===== config.mk =====
export PLATFORM = sky130hd
export DESIGN_NAME = fir_coeff_ctrl_flat
export DESIGN_NICKNAME = d
export VERILOG_FILES = /design/src/rtl/fir_coeff_ctrl_if.sv /design/src/rtl/fir_coeff_ctrl.sv /design/src/flat_wrapper.sv
export SDC_FILE = /design/constraint.sdc
export NUM_CORES = 1
export LEC_CHECK = 0
export ABC_CLOCK_PERIOD_IN_PS = 1900
export BUFFER_PORTS_ARGS = -buffer_cell sky130_fd_sc_hd__buf_4
export CAP_MARGIN = 0
export CORE_MARGIN = 5
export CORE_UTILIZATION = 38
export CTS_BUF_LIST = sky130_fd_sc_hd__clkbuf_2 sky130_fd_sc_hd__clkbuf_4 sky130_fd_sc_hd__clkbuf_8
export CTS_CLUSTER_SIZE = 16
export DETAILED_ROUTE_END_ITERATION = 8
export PLACE_DENSITY = 0.78
export SYNTH_ARGS = -nofsm -noshare
export SYNTH_HDL_FRONTEND = slang
export SYNTH_SLANG_ARGS = --single-unit

===== constraint.sdc =====
create_clock -name clk -period 1.9 [get_ports clk]
set_clock_uncertainty 0.2 [all_clocks]
set_input_delay 0.57 -clock clk [delete_from_list [all_inputs] [get_ports clk]]
set_output_delay 0.57 -clock clk [all_outputs]
set_load 0.005 [all_outputs]

===== src/rtl/fir_coeff_ctrl_if.sv =====
// Stream bundle around fir_coeff_ctrl: coefficient, upstream, filter-in, filter-out, downstream.
// The sequencer takes the slave modport; the surrounding system takes master.
interface fir_coeff_ctrl_if #(
  parameter int unsigned DATA_WIDTH  = 16,
  parameter int unsigned COEFF_WIDTH = 16
);
  logic [COEFF_WIDTH-1:0] c_tdata;
  logic                   c_tvalid;
  logic                   c_tready;
  logic                   c_tlast;

  logic [DATA_WIDTH-1:0]  up_tdata;
  logic                   up_tvalid;
  logic                   up_tready;

  logic [DATA_WIDTH-1:0]  fir_s_tdata;
  logic                   fir_s_tvalid;
  logic                   fir_s_tready;

  logic [DATA_WIDTH-1:0]  fir_m_tdata;
  logic                   fir_m_tvalid;
  logic                   fir_m_tready;

  logic [DATA_WIDTH-1:0]  dn_tdata;
  logic                   dn_tvalid;
  logic                   dn_tready;

  modport slave (
    input  c_tdata, c_tvalid, c_tlast,
    output c_tready,
    input  up_tdata, up_tvalid,
    output up_tready,
    output fir_s_tdata, fir_s_tvalid,
    input  fir_s_tready,
    input  fir_m_tdata, fir_m_tvalid,
    output fir_m_tready,
    output dn_tdata, dn_tvalid,
    input  dn_tready
  );

  modport master (
    output c_tdata, c_tvalid, c_tlast,
    input  c_tready,
    output up_tdata, up_tvalid,
    input  up_tready,
    input  fir_s_tdata, fir_s_tvalid,
    output fir_s_tready,
    output fir_m_tdata, fir_m_tvalid,
    input  fir_m_tready,
    input  dn_tdata, dn_tvalid,
    output dn_tready
  );
endinterface


===== src/rtl/fir_coeff_ctrl.sv =====
// FIR coefficient reload sequencer: halts input, drains, loads a new coefficient set, resumes.
// Define FIR_COEFF_CTRL_FLUSH_EN to zero-flush the delay line (FLUSH/DRAIN) after loading.
module fir_coeff_ctrl #(
  parameter int unsigned NUM_TAPS    = 33,
  parameter int unsigned DATA_WIDTH  = 16,
  parameter int unsigned COEFF_WIDTH = 16,
  localparam int unsigned IdxW       = $clog2(NUM_TAPS)
) (
  input  logic                   clk,
  input  logic                   rst,
  fir_coeff_ctrl_if.slave        bus,
  input  logic                   cfg_start,
  output logic                   cfg_busy,
  output logic                   cfg_done,
  output logic                   cfg_err,
  output logic                   coeff_wr_en,
  output logic [IdxW-1:0]        coeff_idx,
  output logic [COEFF_WIDTH-1:0] coeff_w
);

  typedef enum logic [2:0] {
    StRun,
    StHalt,
    StLoad,
    StFlush,
    StDrain,
    StDone
  } state_e;

  localparam logic [IdxW-1:0] LastIdx = IdxW'(NUM_TAPS - 1);
  localparam logic [IdxW-1:0] IdxOne  = IdxW'(1);

  state_e                 state_q;
  logic [IdxW-1:0]        cnt_q;
  logic                   busy_q;
  logic                   done_q;
  logic                   err_q;
  logic                   wr_en_q;
  logic [IdxW-1:0]        idx_q;
  logic [COEFF_WIDTH-1:0] w_q;

  always_ff @(posedge clk) begin
    if (rst) begin
      state_q <= StRun;
      cnt_q   <= '0;
      busy_q  <= 1'b0;
      done_q  <= 1'b0;
      err_q   <= 1'b0;
      wr_en_q <= 1'b0;
      idx_q   <= '0;
      w_q     <= '0;
    end else begin
      wr_en_q <= 1'b0;
      done_q  <= 1'b0;
      case (state_q)
        StRun: begin
          if (cfg_start) begin
            state_q <= StHalt;
            busy_q  <= 1'b1;
            err_q   <= 1'b0;
            cnt_q   <= '0;
          end
        end
        StHalt: begin
          if (!bus.fir_m_tvalid) state_q <= StLoad;
        end
        StLoad: begin
          if (bus.c_tvalid) begin
            wr_en_q <= 1'b1;
            idx_q   <= cnt_q;
            w_q     <= bus.c_tdata;
            if ((cnt_q == LastIdx) || bus.c_tlast) begin
              cnt_q <= '0;
              // tlast must coincide exactly with the final tap
              if (bus.c_tlast != (cnt_q == LastIdx)) err_q <= 1'b1;
`ifdef FIR_COEFF_CTRL_FLUSH_EN
              state_q <= StFlush;
`else
              state_q <= StDone;
`endif
            end else begin
              cnt_q <= cnt_q + IdxOne;
            end
          end
        end
`ifdef FIR_COEFF_CTRL_FLUSH_EN
        StFlush: begin
          if (bus.fir_s_tready) begin
            if (cnt_q == LastIdx) begin
              cnt_q   <= '0;
              state_q <= StDrain;
            end else begin
              cnt_q <= cnt_q + IdxOne;
            end
          end
        end
        StDrain: begin
          if (!bus.fir_m_tvalid) state_q <= StDone;
        end
`endif
        StDone: begin
          state_q <= StRun;
          busy_q  <= 1'b0;
          done_q  <= 1'b1;
        end
        default: state_q <= StRun;
      endcase
    end
  end

  // Stream steering: pass-through in RUN, input gated otherwise, output discarded once
  // loading starts so nothing computed across the coefficient change reaches the sink.
  always_comb begin
    bus.c_tready     = 1'b0;
    bus.up_tready    = 1'b0;
    bus.fir_s_tvalid = 1'b0;
    bus.fir_s_tdata  = bus.up_tdata;
    bus.fir_m_tready = bus.dn_tready;
    bus.dn_tvalid    = bus.fir_m_tvalid;
    bus.dn_tdata     = bus.fir_m_tdata;
    case (state_q)
      StRun: begin
        bus.up_tready    = bus.fir_s_tready;
        bus.fir_s_tvalid = bus.up_tvalid;
      end
      StLoad: begin
        bus.c_tready     = 1'b1;
        bus.fir_m_tready = 1'b1;
        bus.dn_tvalid    = 1'b0;
      end
      StFlush: begin
        bus.fir_s_tvalid = 1'b1;
        bus.fir_s_tdata  = {DATA_WIDTH{1'b0}};
        bus.fir_m_tready = 1'b1;
        bus.dn_tvalid    = 1'b0;
      end
      StDrain: begin
        bus.fir_m_tready = 1'b1;
        bus.dn_tvalid    = 1'b0;
      end
      default: ;
    endcase
  end

  assign cfg_busy    = busy_q;
  assign cfg_done    = done_q;
  assign cfg_err     = err_q;
  assign coeff_wr_en = wr_en_q;
  assign coeff_idx   = idx_q;
  assign coeff_w     = w_q;

endmodule


===== src/flat_wrapper.sv =====
// flat-port wrapper written by rule: the top's interface ports become plain ports
module fir_coeff_ctrl_flat 
#(
  parameter int unsigned NUM_TAPS    = 33,
  parameter int unsigned DATA_WIDTH  = 16,
  parameter int unsigned COEFF_WIDTH = 16,
  localparam int unsigned IdxW       = $clog2(NUM_TAPS)
)
  (clk, rst, cfg_start, cfg_busy, cfg_done, cfg_err, coeff_wr_en, coeff_idx, coeff_w, bus_c_tdata, bus_c_tvalid, bus_c_tlast, bus_c_tready, bus_up_tdata, bus_up_tvalid, bus_up_tready, bus_fir_s_tdata, bus_fir_s_tvalid, bus_fir_s_tready, bus_fir_m_tdata, bus_fir_m_tvalid, bus_fir_m_tready, bus_dn_tdata, bus_dn_tvalid, bus_dn_tready);
  fir_coeff_ctrl_if #(.DATA_WIDTH(DATA_WIDTH), .COEFF_WIDTH(COEFF_WIDTH)) bus_i ();
  input  logic clk;
  input  logic rst;
  input  logic cfg_start;
  output logic cfg_busy;
  output logic cfg_done;
  output logic cfg_err;
  output logic coeff_wr_en;
  output logic [IdxW-1:0] coeff_idx;
  output logic [COEFF_WIDTH-1:0] coeff_w;
  input wire logic [$bits(bus_i.c_tdata)-1:0] bus_c_tdata;
  input wire logic [$bits(bus_i.c_tvalid)-1:0] bus_c_tvalid;
  input wire logic [$bits(bus_i.c_tlast)-1:0] bus_c_tlast;
  output wire logic [$bits(bus_i.c_tready)-1:0] bus_c_tready;
  input wire logic [$bits(bus_i.up_tdata)-1:0] bus_up_tdata;
  input wire logic [$bits(bus_i.up_tvalid)-1:0] bus_up_tvalid;
  output wire logic [$bits(bus_i.up_tready)-1:0] bus_up_tready;
  output wire logic [$bits(bus_i.fir_s_tdata)-1:0] bus_fir_s_tdata;
  output wire logic [$bits(bus_i.fir_s_tvalid)-1:0] bus_fir_s_tvalid;
  input wire logic [$bits(bus_i.fir_s_tready)-1:0] bus_fir_s_tready;
  input wire logic [$bits(bus_i.fir_m_tdata)-1:0] bus_fir_m_tdata;
  input wire logic [$bits(bus_i.fir_m_tvalid)-1:0] bus_fir_m_tvalid;
  output wire logic [$bits(bus_i.fir_m_tready)-1:0] bus_fir_m_tready;
  output wire logic [$bits(bus_i.dn_tdata)-1:0] bus_dn_tdata;
  output wire logic [$bits(bus_i.dn_tvalid)-1:0] bus_dn_tvalid;
  input wire logic [$bits(bus_i.dn_tready)-1:0] bus_dn_tready;
  assign bus_i.c_tdata = bus_c_tdata;
  assign bus_i.c_tvalid = bus_c_tvalid;
  assign bus_i.c_tlast = bus_c_tlast;
  assign bus_c_tready = bus_i.c_tready;
  assign bus_i.up_tdata = bus_up_tdata;
  assign bus_i.up_tvalid = bus_up_tvalid;
  assign bus_up_tready = bus_i.up_tready;
  assign bus_fir_s_tdata = bus_i.fir_s_tdata;
  assign bus_fir_s_tvalid = bus_i.fir_s_tvalid;
  assign bus_i.fir_s_tready = bus_fir_s_tready;
  assign bus_i.fir_m_tdata = bus_fir_m_tdata;
  assign bus_i.fir_m_tvalid = bus_fir_m_tvalid;
  assign bus_fir_m_tready = bus_i.fir_m_tready;
  assign bus_dn_tdata = bus_i.dn_tdata;
  assign bus_dn_tvalid = bus_i.dn_tvalid;
  assign bus_i.dn_tready = bus_dn_tready;
  fir_coeff_ctrl #(.NUM_TAPS(NUM_TAPS), .DATA_WIDTH(DATA_WIDTH), .COEFF_WIDTH(COEFF_WIDTH)) u_core (.clk(clk), .rst(rst), .bus(bus_i), .cfg_start(cfg_start), .cfg_busy(cfg_busy), .cfg_done(cfg_done), .cfg_err(cfg_err), .coeff_wr_en(coeff_wr_en), .coeff_idx(coeff_idx), .coeff_w(coeff_w));
endmodule

==> results of run 1 <==
==> cells in the mapped netlist (all sizes together) (2+ instances only) <==
library cell | number | area (sq um)
o21a | 3 | 22.5
o31ai | 4 | 30.0
or4 | 4 | 30.0
nand3 | 2 | 10.0
nand2b | 4 | 25.0
dfxtp | 35 | 701
ha | 3 | 37.5
buf | 17 | 131
nand2 | 50 | 188
inv | 6 | 22.5
a211oi | 7 | 52.6
or2 | 2 | 12.5
nor3b | 4 | 30.0
nor2 | 3 | 11.3
o21ai | 3 | 15.0
a21oi | 26 | 130
and2 | 18 | 113
clkbuf | 12 | 45.0
nor3 | 3 | 15.0
==> cell usage in the layout (no fill, tap or decap), types with 2 or more instances in the layout <==
| cell | n |
|---|---|
| nand3_1 | 2 |
| buf_4 | 92 |
| or4_4 | 4 |
| nand2b_4 | 2 |
| inv_1 | 3 |
| and2_4 | 14 |
| or2_4 | 4 |
| a211oi_2 | 6 |
| clkbuf_8 | 7 |
| nand2b_1 | 2 |
| nand2_1 | 50 |
| and2_1 | 4 |
| buf_6 | 23 |
| nor2_1 | 3 |
| dfxtp_2 | 4 |
| o31ai_1 | 4 |
| o21ai_0 | 3 |
| nor3b_1 | 3 |
| dfxtp_1 | 31 |
| o21a_1 | 3 |
| nor3_1 | 2 |
| inv_2 | 3 |
| a21oi_1 | 24 |
==> cell families (layout without fill, tap and decap cells) <==
logic type	after synthesis	after routing	share of synthesized area
adders and majority gates	3	3	0.0219
buffers and inverters	35	130	0.116
and+or+nand+nor	97	99	0.292
DFF	35	35	0.408
muxes	2	2	0.0124
AOI/OAI and AO/OA	44	44	0.149
==> stage by stage <==
step | utilization | setup TNS, ns | cell area (sq um)
after CTS | 0.635 | -2.87 | 2770
after floorplan | - | 0 | 1720
final | 0.663 | -3.30 | 2890
after global routing | 0.663 | -5.14 | 2890
after detailed placement | 0.554 | -0.825 | 2410
after global placement | 0.554 | -0.125 | 2410
==> registers in the layout, indices dropped and copies added, names as in the netlist <==
register,count
u_core.cnt_q,6
u_core.state_q,3
u_core.cfg_busy,1
u_core.cfg_done,1
u_core.coeff_idx,6
u_core.coeff_wr_en,1
u_core.coeff_w,16
u_core.cfg_err,1
==> critical path: cells and delay by family (launching register included) <==
| family | cells | cell delay [ns] |
|---|---|---|
| and+or+nand+nor | 3 | 0.56 |
| DFF | 1 | 0.33 |
| buffers and inverters | 1 | 0.13 |
==> final cells by class <==
class / instances / area [sq um] / area share
clock buffer: 8 / 104 / 0.0360
inverter: 6 / 22.5 / 0.00781
multi-input combinational: 148 / 1020 / 0.353
sequential: 35 / 706 / 0.245
tap: 52 / 65.1 / 0.0225
timing repair buffer: 116 / 970 / 0.336
==> power groups by stage <==
| stage | logic [mW] | clock network [mW] | registers, mW |
|---|---|---|---|
| 5_1_grt | 0.411 | 0.646 | 0.764 |
| 2_1_floorplan | 0.138 | 0 | 0.778 |
| 3_5_place_dp | 0.282 | 0 | 0.776 |
| 4_1_cts | 0.337 | 0.615 | 0.761 |
| 3_3_place_gp | 0.277 | 0 | 0.775 |
| 6_report | 0.379 | 0.605 | 0.762 |
==> timing repair <==
action	4_1_cts	5_1_grt
pin swaps	35	14
resized for setup	52	22
gates cloned	2	0
setup endpoints to repair	29	42
buffers inserted	7	4
==> metal layers <==
metal  GRT usage  share of wire  up-vias
met3      0.0515          0.052       15
li1            -              -      902
met1       0.197           0.37      853
met2       0.309           0.55       48
met5           0              0        -
met4      0.0601          0.029        0
==> worst paths after layout <==
kind	from	endpoint	cells past startpoint
worst max-delay path	u_core.state_q[2]	bus_fir_s_tdata[3]	4
worst min register to register	u_core.coeff_w[7]	u_core.coeff_w[7]	2
worst min-delay path	u_core.coeff_w[7]	u_core.coeff_w[7]	2
worst max register to register	u_core.state_q[0]	u_core.cnt_q[2]	6
==> results.json, run 1 <==
{
  "powerDensity_nw_per_um2": 605,
  "htreeDepth": 2,
  "drt-initial-drc-count": 70,
  "nNetsFinal": 372,
  "fillCellCount": 353,
  "worst_pin_slew_ns": 0.545,
  "hold_slack_ns": 0.254,
  "synth_edf_count": 0,
  "setup_slack_ns": -0.179,
  "finalSetupViolations": 30,
  "die_w_microns": 77.2,
  "place_ws_ns": -0.0757,
  "finalHoldViolCount": 0,
  "synth_nets": 276,
  "ir_worst_vdd_uv": 433,
  "hold_path.class": "reg -> reg",
  "ys.flop_type": "dfxtp_1",
  "grt_usage": 0.175,
  "status": "finished, violations left",
  "relSlewSlack": 0.630,
  "drv_slew": 0,
  "layout_worst_path_cycle_share": 1.09,
  "combPwrFrac": 0.217,
  "p_int_mw": 1.32,
  "synthArstFlopShare": 0,
  "end_kind": "primary output",
  "power.total_mw": 1.75,
  "period_minus_slack_ns": 2.08,
  "antenna_found_initial": 0,
  "place.gp.congestion": 0.812,
  "rsz0062_at_grt": "yes",
  "seqPwrFrac": 0.437,
  "worstPathArrival_ns": 1.31,
  "synth_cell_types": 31,
  "worstPathMaxFanout": 8,
  "grt_max_degree": 35,
  "cts_tree": "built",
  "cp_slowest_cell": "dfxtp_2",
  "netSwitchingFraction": 0.241,
  "drive_gt1_frac": 0.553,
  "r2r_slack_ns": -0.06,
  "routed_via_density": 4.98,
  "ant_nets": 0,
  "grt_pass1_vias": 1777,
  "ys_seq_area_frac": 0.408,
  "max_freq_mhz": 481,
  "root_buffer": "clkbuf_8",
  "hpwl_mm": 3.37,
  "cts_hold_buf": 0,
  "cts_buffers": 5,
  "cp_cell_sequence": "nand2b_4, or2_4, and2_4, buf_4",
  "wl_per_cell_microns": 15.3,
  "required_ns": 1.13,
  "dpl.cell_count": 344,
  "worst_setup_path_start_kind": "flop",
  "crit_type": "reg -> out",
  "layout.cells.non_filler": 365,
  "power_leakage_nw": 1.25,
  "grt_first_pass_wirelength_mm": 8.61,
  "violations": "setup timing",
  "p_sw_mw": 0.422,
  "start_util": 0.394,
  "grt.overflow.total": 0,
  "io_pins": 120,
  "drc_errors": 0,
  "fp.dieH_microns": 77.2,
  "n_antenna_cell": 0,
  "synth-seq-cells": 35,
  "ys_warn_count": 0,
  "firstDrtPassIters": 4,
  "synthesis.area_sq_um": 1720,
  "drt-total-wl_mm": 5.58,
  "port_buffers": 87,
  "clkLatencyLatePin_ns": 0.29,
  "rows": 24,
  "syn_area_per_cell_sq_um": 7.95,
  "cts.clk_slew.worst_paths_ns": 0.07,
  "design.core.area_sq_um": 4350,
  "clock_path_buffers": 2,
  "clock_power_share": 0.346,
  "max_stage_delay_ns": 0.33,
  "numClockSinks": 35,
  "routed-via-count": 1818,
  "cap_violations": 0,
  "synthCells": 216,
  "area_delta_synth_final_pct": 68.1,
  "die-area_sq_um": 5960
}
(Power assumes the default switching activity.)
==> inputs of run 2 (changes only) <==
--- a/config.mk
+++ b/config.mk
@@ -5,11 +5,11 @@
 export SDC_FILE = /design/constraint.sdc
 export NUM_CORES = 1
 export LEC_CHECK = 0
-export ABC_CLOCK_PERIOD_IN_PS = 1900
+export ABC_CLOCK_PERIOD_IN_PS = 2450
 export BUFFER_PORTS_ARGS = -buffer_cell sky130_fd_sc_hd__buf_4
 export CAP_MARGIN = 0
 export CORE_MARGIN = 5
-export CORE_UTILIZATION = 38
+export CORE_UTILIZATION = 40
 export CTS_BUF_LIST = sky130_fd_sc_hd__clkbuf_2 sky130_fd_sc_hd__clkbuf_4 sky130_fd_sc_hd__clkbuf_8
 export CTS_CLUSTER_SIZE = 16
 export DETAILED_ROUTE_END_ITERATION = 8
==> constraint.sdc (replaced) <==
create_clock -name clk -period 2.45 [get_ports clk]
set_clock_uncertainty 0.2 [all_clocks]
set_input_delay 0.735 -clock clk [delete_from_list [all_inputs] [get_ports clk]]
set_output_delay 0.735 -clock clk [all_outputs]
set_load 0.005 [all_outputs]
==> run 2 against run 1 <==
Against the previous run:
- the flow now finishes without violations
- final area fell by 17%
- clock power fell by 31%
- critical path depth did not move
- global-route usage fell by 1.8 points
- die area fell by 4.4%
- hold slack barely moved
- clock-buffer cell count fell by 1
- first-iteration DRC count rose by 21%
- wire length fell by 21%
- worst setup slack improved by 0.32 ns
- critical path type unchanged
- critical endpoint is now bus_up_tready
- highest routed layer unchanged
==> results.json, run 2 (synthesis gave the netlist of run 1 again) <==
{
  "root_buffer": "clkbuf_8",
  "antenna_found_initial": 0,
  "hpwl_mm": 3.26,
  "seqPwrFrac": 0.490,
  "crit_type": "reg -> out",
  "power_leakage_nw": 1.02,
  "cap_violations": 0,
  "reg2reg_from": "u_core.cnt_q[0]",
  "netSwitchingFraction": 0.238,
  "rows": 23,
  "grt_usage": 0.156,
  "cts_buffers": 5,
  "required_ns": 1.51,
  "powerDensity_nw_per_um2": 504,
  "drt-initial-drc-count": 85,
  "rsz0062_at_grt": "no",
  "ant_nets": 0,
  "routed-via-count": 1659,
  "worstPathMaxFanout": 11,
  "startpoint": "u_core.state_q[1]",
  "area_delta_synth_final_pct": 39.4,
  "status": "complete, no violations",
  "layout_worst_path_cycle_share": 0.943,
  "rr_worst_depth": 9,
  "grt.overflow.total": 0,
  "cp-endpoint": "bus_up_tready",
  "routed_via_density": 4.91,
  "worst_pin_slew_ns": 0.668,
  "drv_slew": 0,
  "numClockSinks": 35,
  "cts_tree": "built",
  "firstDrtPassIters": 4,
  "reg2reg_to": "u_core.cnt_q[5]",
  "clock_path_buffers": 2,
  "design.core.area_sq_um": 4090,
  "n_antenna_cell": 0,
  "nNetsFinal": 347,
  "drt-total-wl_mm": 4.39,
  "worstPathArrival_ns": 1.38,
  "hold_path.class": "reg -> reg",
  "cts.clk_slew.worst_paths_ns": 0.07,
  "die-area_sq_um": 5700,
  "grt_first_pass_wirelength_mm": 6.89,
  "fp.dieH_microns": 75.5,
  "p_int_mw": 0.919,
  "combPwrFrac": 0.165,
  "setup_tns_ns": 0,
  "cts_hold_buf": 0,
  "die_w_microns": 75.5,
  "p_sw_mw": 0.288,
  "finalSetupViolations": 0,
  "largest_reg_flops": 16,
  "grt_pass1_vias": 1526,
  "wl_per_cell_microns": 13.0,
  "relSlewSlack": 0.542,
  "drc_errors": 0,
  "hold_slack_ns": 0.254,
  "r2r_slack_ns": 0.29,
  "port_buffers": 87,
  "finalHoldViolCount": 0,
  "grt_max_degree": 35,
  "final_cell_mix": "93 x buf_4, 50 x nand2_1, 35 x dfxtp_1",
  "drive_gt1_frac": 0.365,
  "period_minus_slack_ns": 2.31,
  "final_common_cell": "buf_4",
  "clock_power_share": 0.345,
  "max_freq_mhz": 433,
  "end_kind": "primary output",
  "place.gp.congestion": 0.732,
  "htreeDepth": 2,
  "worst_setup_path_start_kind": "flop",
  "clkLatencyLatePin_ns": 0.28,
  "io_pins": 120,
  "start_util": 0.420,
  "ir_worst_vdd_uv": 326
}
## run 2: per-stage QoR
step,power (mW),setup WS (ns),cell area [sq um],cells,utilization
detailed placement,0.803,0.321,2300,330,0.563
CTS,1.22,0.00570,2390,338,0.585
finish,1.21,0.139,2390,338,0.585
global placement,0.799,0.345,2300,330,0.563
floorplan,0.709,0.348,1720,216,-
global route,1.27,0.0195,2390,338,0.585
## run 2: power by group through the flow
stage / registers [mW] / clock network, mW / logic (mW)
2_1_floorplan: 0.603 / 0 / 0.106
3_3_place_gp: 0.603 / 0 / 0.196
5_1_grt: 0.592 / 0.461 / 0.218
6_report: 0.591 / 0.416 / 0.199
3_5_place_dp: 0.604 / 0 / 0.199
4_1_cts: 0.591 / 0.428 / 0.200
## run 2: metal layers
layer	part of all wire	wire, microns	vias up	GRT usage
met5	0	0	-	0
met4	0.0071	31	0	0.0350
met3	0.071	311	5	0.0554
met2	0.51	2250	47	0.277
met1	0.41	1800	756	0.181
li1	-	-	851	-
## run 2: cell type report
| class | count | area (sq um) |
|---|---|---|
| inverters | 6 | 22.5 |
| repair buffers | 93 | 698 |
| clock inverters | 1 | 5.00 |
| flip-flops and latches | 35 | 701 |
| well taps | 50 | 62.6 |
| fillers | 389 | 1690 |
| multi-input cells | 146 | 820 |
| clock buffers | 7 | 83.8 |
## run 2: how the worst min path moves through the flow
stage | start | to | slack, ns | cells after the start
final | u_core.coeff_w[4] | u_core.coeff_w[4] | 0.25 | 2
after global placement | u_core.coeff_w[12] | u_core.coeff_w[12] | 0.24 | 2
after detailed placement | u_core.coeff_w[4] | u_core.coeff_w[4] | 0.25 | 2
after global routing | u_core.coeff_w[4] | u_core.coeff_w[4] | 0.27 | 2
after floorplan | u_core.coeff_idx[0] | u_core.coeff_idx[0] | 0.25 | 2
after CTS | u_core.coeff_w[4] | u_core.coeff_w[4] | 0.26 | 2
## run 2: repair_timing
action	CTS	global route
setup buffers	0	0
resized for setup	0	1
endpoints found under the setup margin	0	16
## run 2: worst max-delay path: stages (launching register included)
cell and delay [ns]:
dfxtp_1 0.34, buf_4 0.18, nor3_1 0.29, and2_1 0.18, buf_4 0.10
